**src/rtl/mc_control_unit.sv**
```systemverilog
// -----------------------------------------------------------------------------
// mc_control_unit
//
// Multicycle control FSM for the 16-bit RISC datapath. Sequences each
// instruction through FETCH / DECODE / EXECUTE / MEM / WB and drives the
// datapath strobes from the current state. FETCH, MEM_RD and MEM_WR stall
// on mem_ready. A wait counter traps the unit if a stall lasts too long.
// The unit also provides HALT, an illegal-opcode trap and a retire counter.
//
// Parameters
//   OPCODE_W  opcode width (>= 4); any set bit above bit 3 is illegal
//   CNT_W     retire counter width
//   MAX_WAIT  consecutive mem_ready-low cycles tolerated per memory state
//             before trapping; 0 disables the timeout
//
// Ports
//   clk, rst         rising-edge clock, synchronous active-high reset
//   opcode           instruction opcode, sampled in DECODE only
//   zero             ALU zero flag (informational; branch gating is in the
//                    datapath)
//   mem_ready        acknowledge for the current IM/DM access
//   PC_Sel .. PC_Wr_Cond, ALU_Src_A, ALU_Src_B   datapath strobes
//   p_state          current state encoding
//   retire           pulse in the last cycle of each completed instruction
//   retire_cnt       wrapping count of retired instructions
//   halted, trap     sticky status (HALT / TRAP are absorbing until rst)
//   trap_cause       00 none, 01 illegal opcode, 10 memory timeout
// -----------------------------------------------------------------------------
module mc_control_unit #(
   parameter int OPCODE_W = 4,
   parameter int CNT_W    = 16,
   parameter int MAX_WAIT = 15
) (
   input  logic                clk,
   input  logic                rst,
   input  logic [OPCODE_W-1:0] opcode,
   input  logic                zero,
   input  logic                mem_ready,
   output logic                PC_Sel,
   output logic                PC_Wr,
   output logic                IM_Read,
   output logic                DM_Read,
   output logic                DM_Wr,
   output logic                Reg_Dst,
   output logic                Mem_to_Reg,
   output logic                Reg_Wr,
   output logic                Data_Src,
   output logic                PC_Wr_Cond,
   output logic [1:0]          ALU_Src_A,
   output logic [2:0]          ALU_Src_B,
   output logic [3:0]          p_state,
   output logic                retire,
   output logic [CNT_W-1:0]    retire_cnt,
   output logic                halted,
   output logic                trap,
   output logic [1:0]          trap_cause
);

   localparam logic [3:0] S_IDLE     = 4'd0;
   localparam logic [3:0] S_FETCH    = 4'd1;
   localparam logic [3:0] S_DECODE   = 4'd2;
   localparam logic [3:0] S_EXEC_R   = 4'd3;
   localparam logic [3:0] S_EXEC_I   = 4'd4;
   localparam logic [3:0] S_MEM_ADDR = 4'd5;
   localparam logic [3:0] S_MEM_RD   = 4'd6;
   localparam logic [3:0] S_WB_MEM   = 4'd7;
   localparam logic [3:0] S_MEM_WR   = 4'd8;
   localparam logic [3:0] S_WB_R     = 4'd9;
   localparam logic [3:0] S_WB_I     = 4'd10;
   localparam logic [3:0] S_BRANCH   = 4'd11;
   localparam logic [3:0] S_JUMP     = 4'd12;
   localparam logic [3:0] S_HALT     = 4'd13;
   localparam logic [3:0] S_TRAP     = 4'd14;

   localparam logic [1:0] TC_NONE    = 2'b00;
   localparam logic [1:0] TC_ILLEGAL = 2'b01;
   localparam logic [1:0] TC_TIMEOUT = 2'b10;

   localparam int WAIT_W = (MAX_WAIT > 0) ? $clog2(MAX_WAIT + 1) : 1;

   logic [3:0]        state;
   logic [3:0]        next_state;
   logic [WAIT_W-1:0] wait_cnt;
   logic              is_store;
   logic              in_mem;
   logic              timeout;
   logic              illegal_hi;
   logic              unused_zero;

   // The zero flag is consumed by the datapath's PC_Wr_Cond gate, not here.
   assign unused_zero = zero;

   assign in_mem     = (state == S_FETCH) || (state == S_MEM_RD) ||
                       (state == S_MEM_WR);
   assign illegal_hi = |(opcode >> 4);

   // The counter holds MAX_WAIT on the (MAX_WAIT+1)-th stalled cycle, so a
   // mem_ready that rises on that cycle still completes the access.
   assign timeout = (MAX_WAIT != 0) && in_mem && !mem_ready &&
                    (wait_cnt == WAIT_W'(MAX_WAIT));

   // ------------------------------------------------------------------
   // Next-state logic
   // ------------------------------------------------------------------
   always_comb begin
      next_state = state;
      case (state)
         S_IDLE:   next_state = S_FETCH;
         S_FETCH: begin
            if (timeout)        next_state = S_TRAP;
            else if (mem_ready) next_state = S_DECODE;
         end
         S_DECODE: begin
            if (illegal_hi) begin
               next_state = S_TRAP;
            end else begin
               case (opcode[3:0])
                  4'b0000, 4'b0001,
                  4'b0010, 4'b0011: next_state = S_EXEC_R;
                  4'b0100:          next_state = S_EXEC_I;
                  4'b0101, 4'b0110: next_state = S_MEM_ADDR;
                  4'b0111:          next_state = S_BRANCH;
                  4'b1000:          next_state = S_JUMP;
                  4'b1111:          next_state = S_HALT;
                  default:          next_state = S_TRAP;
               endcase
            end
         end
         S_EXEC_R:   next_state = S_WB_R;
         S_EXEC_I:   next_state = S_WB_I;
         // Opcode is only valid in DECODE, so LW/SW is resolved from the
         // flag captured there rather than from the live opcode.
         S_MEM_ADDR: next_state = is_store ? S_MEM_WR : S_MEM_RD;
         S_MEM_RD: begin
            if (timeout)        next_state = S_TRAP;
            else if (mem_ready) next_state = S_WB_MEM;
         end
         S_MEM_WR: begin
            if (timeout)        next_state = S_TRAP;
            else if (mem_ready) next_state = S_FETCH;
         end
         S_WB_R, S_WB_I, S_WB_MEM,
         S_BRANCH, S_JUMP:    next_state = S_FETCH;
         S_HALT:              next_state = S_HALT;
         S_TRAP:              next_state = S_TRAP;
         default:             next_state = S_IDLE;
      endcase
   end

   // ------------------------------------------------------------------
   // Retire detection: MEM_WR retires only on its acknowledged cycle
   // ------------------------------------------------------------------
   always_comb begin
      retire = 1'b0;
      case (state)
         S_WB_R, S_WB_I, S_WB_MEM,
         S_BRANCH, S_JUMP: retire = 1'b1;
         S_MEM_WR:         retire = mem_ready;
         default:          retire = 1'b0;
      endcase
   end

   // ------------------------------------------------------------------
   // Sequential state
   // ------------------------------------------------------------------
   always_ff @(posedge clk) begin
      if (rst) begin
         state      <= S_IDLE;
         wait_cnt   <= '0;
         is_store   <= 1'b0;
         retire_cnt <= '0;
         trap_cause <= TC_NONE;
      end else begin
         state <= next_state;

         if (state == S_DECODE)
            is_store <= (opcode[3:0] == 4'b0110);

         // Stall count is per memory state: any transition restarts it.
         if ((next_state != state) || mem_ready || !in_mem)
            wait_cnt <= '0;
         else if (wait_cnt != '1)
            wait_cnt <= wait_cnt + 1'b1;

         if (retire)
            retire_cnt <= retire_cnt + 1'b1;

         if ((state != S_TRAP) && (next_state == S_TRAP))
            trap_cause <= timeout ? TC_TIMEOUT : TC_ILLEGAL;
      end
   end

   // ------------------------------------------------------------------
   // State-decoded datapath strobes
   // ------------------------------------------------------------------
   always_comb begin
      PC_Sel     = 1'b0;
      PC_Wr      = 1'b0;
      IM_Read    = 1'b0;
      DM_Read    = 1'b0;
      DM_Wr      = 1'b0;
      Reg_Dst    = 1'b0;
      Mem_to_Reg = 1'b0;
      Reg_Wr     = 1'b0;
      Data_Src   = 1'b0;
      PC_Wr_Cond = 1'b0;
      ALU_Src_A  = 2'b00;
      ALU_Src_B  = 3'b000;
      case (state)
         S_FETCH: begin
            IM_Read   = 1'b1;
            ALU_Src_B = 3'b001;
            // PC advances only on the acknowledged fetch cycle.
            PC_Wr     = mem_ready;
         end
         S_DECODE: ALU_Src_B = 3'b011;
         S_EXEC_R: ALU_Src_A = 2'b01;
         S_EXEC_I, S_MEM_ADDR: begin
            ALU_Src_A = 2'b01;
            ALU_Src_B = 3'b010;
         end
         S_WB_R: begin
            Reg_Dst = 1'b1;
            Reg_Wr  = 1'b1;
         end
         S_WB_I:   Reg_Wr  = 1'b1;
         S_MEM_RD: DM_Read = 1'b1;
         S_WB_MEM: begin
            Mem_to_Reg = 1'b1;
            Reg_Wr     = 1'b1;
         end
         S_MEM_WR: begin
            DM_Wr    = 1'b1;
            Data_Src = 1'b1;
         end
         S_BRANCH: begin
            ALU_Src_A  = 2'b01;
            PC_Sel     = 1'b1;
            PC_Wr_Cond = 1'b1;
         end
         S_JUMP: begin
            ALU_Src_B = 3'b100;
            PC_Sel    = 1'b1;
            PC_Wr     = 1'b1;
         end
         default: ;
      endcase
   end

   assign p_state = state;
   assign halted  = (state == S_HALT);
   assign trap    = (state == S_TRAP);

endmodule

```
**config.mk**
```make
export PLATFORM = sky130hd
export DESIGN_NAME = mc_control_unit
export DESIGN_NICKNAME = d
export VERILOG_FILES = /design/src/rtl/mc_control_unit.sv
export SDC_FILE = /design/constraint.sdc
export NUM_CORES = 1
export LEC_CHECK = 0
export CAP_MARGIN = 10
export CORE_UTILIZATION = 23
export DETAILED_ROUTE_END_ITERATION = 12
export PLACE_DENSITY = 0.42
export SYNTH_ARGS = -nofsm -noshare
export SYNTH_HDL_FRONTEND = slang
export SYNTH_SLANG_ARGS = --single-unit
```
**constraint.sdc**
```tcl
create_clock -name clk -period 4.8 [get_ports clk]
set_clock_uncertainty 0.2 [all_clocks]
set_input_delay 1.2 -clock clk [delete_from_list [all_inputs] [get_ports clk]]
set_output_delay 1.2 -clock clk [all_outputs]
set_load 0.05 [all_outputs]
```
==> flow_metrics.py <==
metrics = {
    "status": {
        "status": "complete, no violations",
    },
    "final_layout": {
        "drive_gt1_frac": 0.0923,
        "diodes": 0,
        "fin_nets": 271,
        "layout.cells.non_filler": 359,
        "area_growth_pct": 31.6,
    },
    "timing": {
        "setup_viol": 0,
        "rsz0062_at_grt": "no",
        "finalHoldViolations": 0,
        "maxSlewHeadroom": 0.350,
        "worst_pin_slew_ps": 973,
        "min_period_over_period": 0.880,
        "setup_slack_ps": 574,
        "whs_ps": 286,
        "max_freq_ghz": 0.237,
        "post-route-min-period_ps": 4230,
        "slew_viol_final": 0,
        "timing.setup.tns_ps": 0,
    },
    "global_route": {
        "overflow": 0,
        "grt_max_degree": 25,
        "grt_pass1_vias": 1529,
        "grt_usage": 0.120,
        "antenna_found_initial": 0,
        "grt_pass1_wl_mm": 7.52,
    },
    "power": {
        "vdd_drop_max_uv": 193,
        "total_power_w": 0.000536,
        "leakagePower_nw": 0.817,
        "powerDensity_nw_per_um2": 233,
    },
    "placement": {
        "dp_cells": 355,
        "dpl.hpwl_mm": 3.26,
        "port_buffers": 45,
        "routabilityCongestion": 0.718,
        "post-place-ws_ps": 570,
    },
    "synth": {
        "synth_async_sr_flop_share": 0,
        "synth_edf_count": 0,
        "yosysWarnings": 0,
        "synth_sequential_area_ratio": 0.309,
        "synth_seq_cells": 27,
        "syn_area_um2": 1750,
        "synth_cell_types": 54,
        "syn_inst": 222,
        "synth_area_per_cell_um2": 7.88,
        "synth_top_flop_cell": "dfxtp_1",
        "synth_fp_nets": 232,
    },
    "drt": {
        "routed_wl_mm": 4.62,
        "via_count": 1669,
        "postRouteAntennaNets": 0,
        "wl_met2_mm": 2.09,
        "dr.pass1.iters": 4,
        "top_layer_used": "met4",
        "via_per_inst": 4.65,
        "dr.first_iter.drc_count": 74,
        "m1WireLength_mm": 2.26,
        "wl_met3_um": 242,
        "drc": 0,
        "wl_per_cell_um": 12.9,
    },
    "cts": {
        "cts.hold.buffers_added": 0,
        "cts_root_buffer": "clkbuf_8",
        "clk_pin_slew_ps": 100,
        "clock-sinks": 27,
        "cts.path.max_buffers": 2,
        "cts_setup_buffers": 0,
        "htree_levels": 1,
        "numCtsBuffers": 3,
        "cts_tree": "built",
        "clk_latency_ps": 270,
        "ctsResizeCount": 0,
    },
    "floorplanning": {
        "rows": 31,
        "die-width_um": 89.2,
        "core_area_um2": 7290,
        "die-area_um2": 7960,
        "ioPinCount": 48,
        "initial_core_util": 0.240,
        "fp.dieH_um": 89.2,
    },
    "flow_run": {
        "maxCapViolCount": 0,
    },
    "worst_setup_path": {
        "worstPathRequired_ps": 3400,
        "cp_max_fo": 10,
        "critPathKind": "primary input to output pin",
        "startpoint_type": "primary input",
        "endpoint_kind": "output pin",
        "crit_arrival_ps": 2830,
    },
    "worst_hold_path": {
        "worstHoldPathType": "flip-flop to flip-flop",
    },
}
final timing paths:
check | to | cells after the start | startpoint | slack, ps
setup / recovery | retire | 7 | mem_ready | 570
hold / removal | trap_cause[1] | 2 | trap_cause[1] | 290
setup reg to reg | wait_cnt[3] | 6 | p_state[0] | 2200
hold reg to reg | trap_cause[1] | 2 | trap_cause[1] | 290
kinds of logic after synthesis:
group | count (synthesis) | share of synthesized area
DFF | 27 | 0.309
xor gates and xnor gates | 16 | 0.0801
and+or+nand+nor | 114 | 0.342
other | 1 | 0.00214
muxes | 1 | 0.00572
buffers and inverters | 20 | 0.0701
adders and majority gates | 2 | 0.0143
AOI/OAI and AO/OA | 41 | 0.177
metrics by stage:
stage	util	cell area [um^2]
2_1_floorplan	-	1750
3_3_place_gp	0.309	2260
3_5_place_dp	0.309	2260
4_1_cts	0.316	2300
5_1_grt	0.316	2300
6_report	0.316	2300
critical path, stage by stage:
cell and delay, ps:
clkdlybuf4s50_1 430, buf_4 180, nor2_1 170, o31ai_4 80, a22oi_4 370, inv_2 190, buf_12 190
flip-flops by register name, summed over array words and instances (netlist names):
register and count:
retire_cnt 16, is_store 1, p_state 4, wait_cnt 4, trap_cause 2
Yosys cell counts, types with 3 or more instances:
cell,instances,share of area
a31oi_1,4,0.014
nor4_1,5,0.018
buf_4,3,0.013
nor2b_1,3,0.011
inv_1,4,0.0086
nand4_1,3,0.011
o21ai_0,7,0.020
nand2_1,20,0.043
dfxtp_1,27,0.31
a21oi_1,11,0.031
buf_6,4,0.026
and3_1,7,0.025
nand3_1,9,0.026
nand2b_1,3,0.011
buf_2,5,0.014
xor2_1,7,0.035
nor3_1,9,0.026
xnor2_1,9,0.045
nor2_1,39,0.084
or3_1,3,0.011
per-layer routing:
metal  global-route usage  up-vias
met5                    0        -
met4               0.0173        0
met3               0.0268        2
met2                0.203       44
met1                0.159      773
li1                     -      850
cell usage in the layout, fill, tap and decap left out, types with 3 or more instances in the layout:
cell type	Yosys	routed
a21oi_1	11	11
nor2_1	39	39
o21ai_0	7	7
nand4_1	3	3
clkbuf_8	0	3
nor4_1	5	5
nand2b_1	3	3
nor2b_1	3	3
inv_1	4	4
or3_1	3	3
a31oi_1	4	4
nand3_1	9	9
xnor2_1	9	9
nor3_1	9	9
buf_4	3	3
nand2_1	20	20
clkdlybuf4s50_1	0	44
and3_1	7	7
xor2_1	7	7
dfxtp_1	27	27
area by class of cell:
type                    instances  area [um^2]
fillers                       816         4990
multi-input cells             175         1090
flip-flops and latches         27          541
repair buffers                 48          483
well taps                      99          124
clock buffers                   3         41.3
inverters                       6         22.5
clock inverters                 1         5.00
power by group:
part           switching, W  internal, W  total, W
registers         0.0000235     0.000228  0.000252
clock network     0.0000733    0.0000582  0.000131
logic             0.0000959    0.0000569  0.000153
Note: power is estimated with default switching activity, not from simulation.
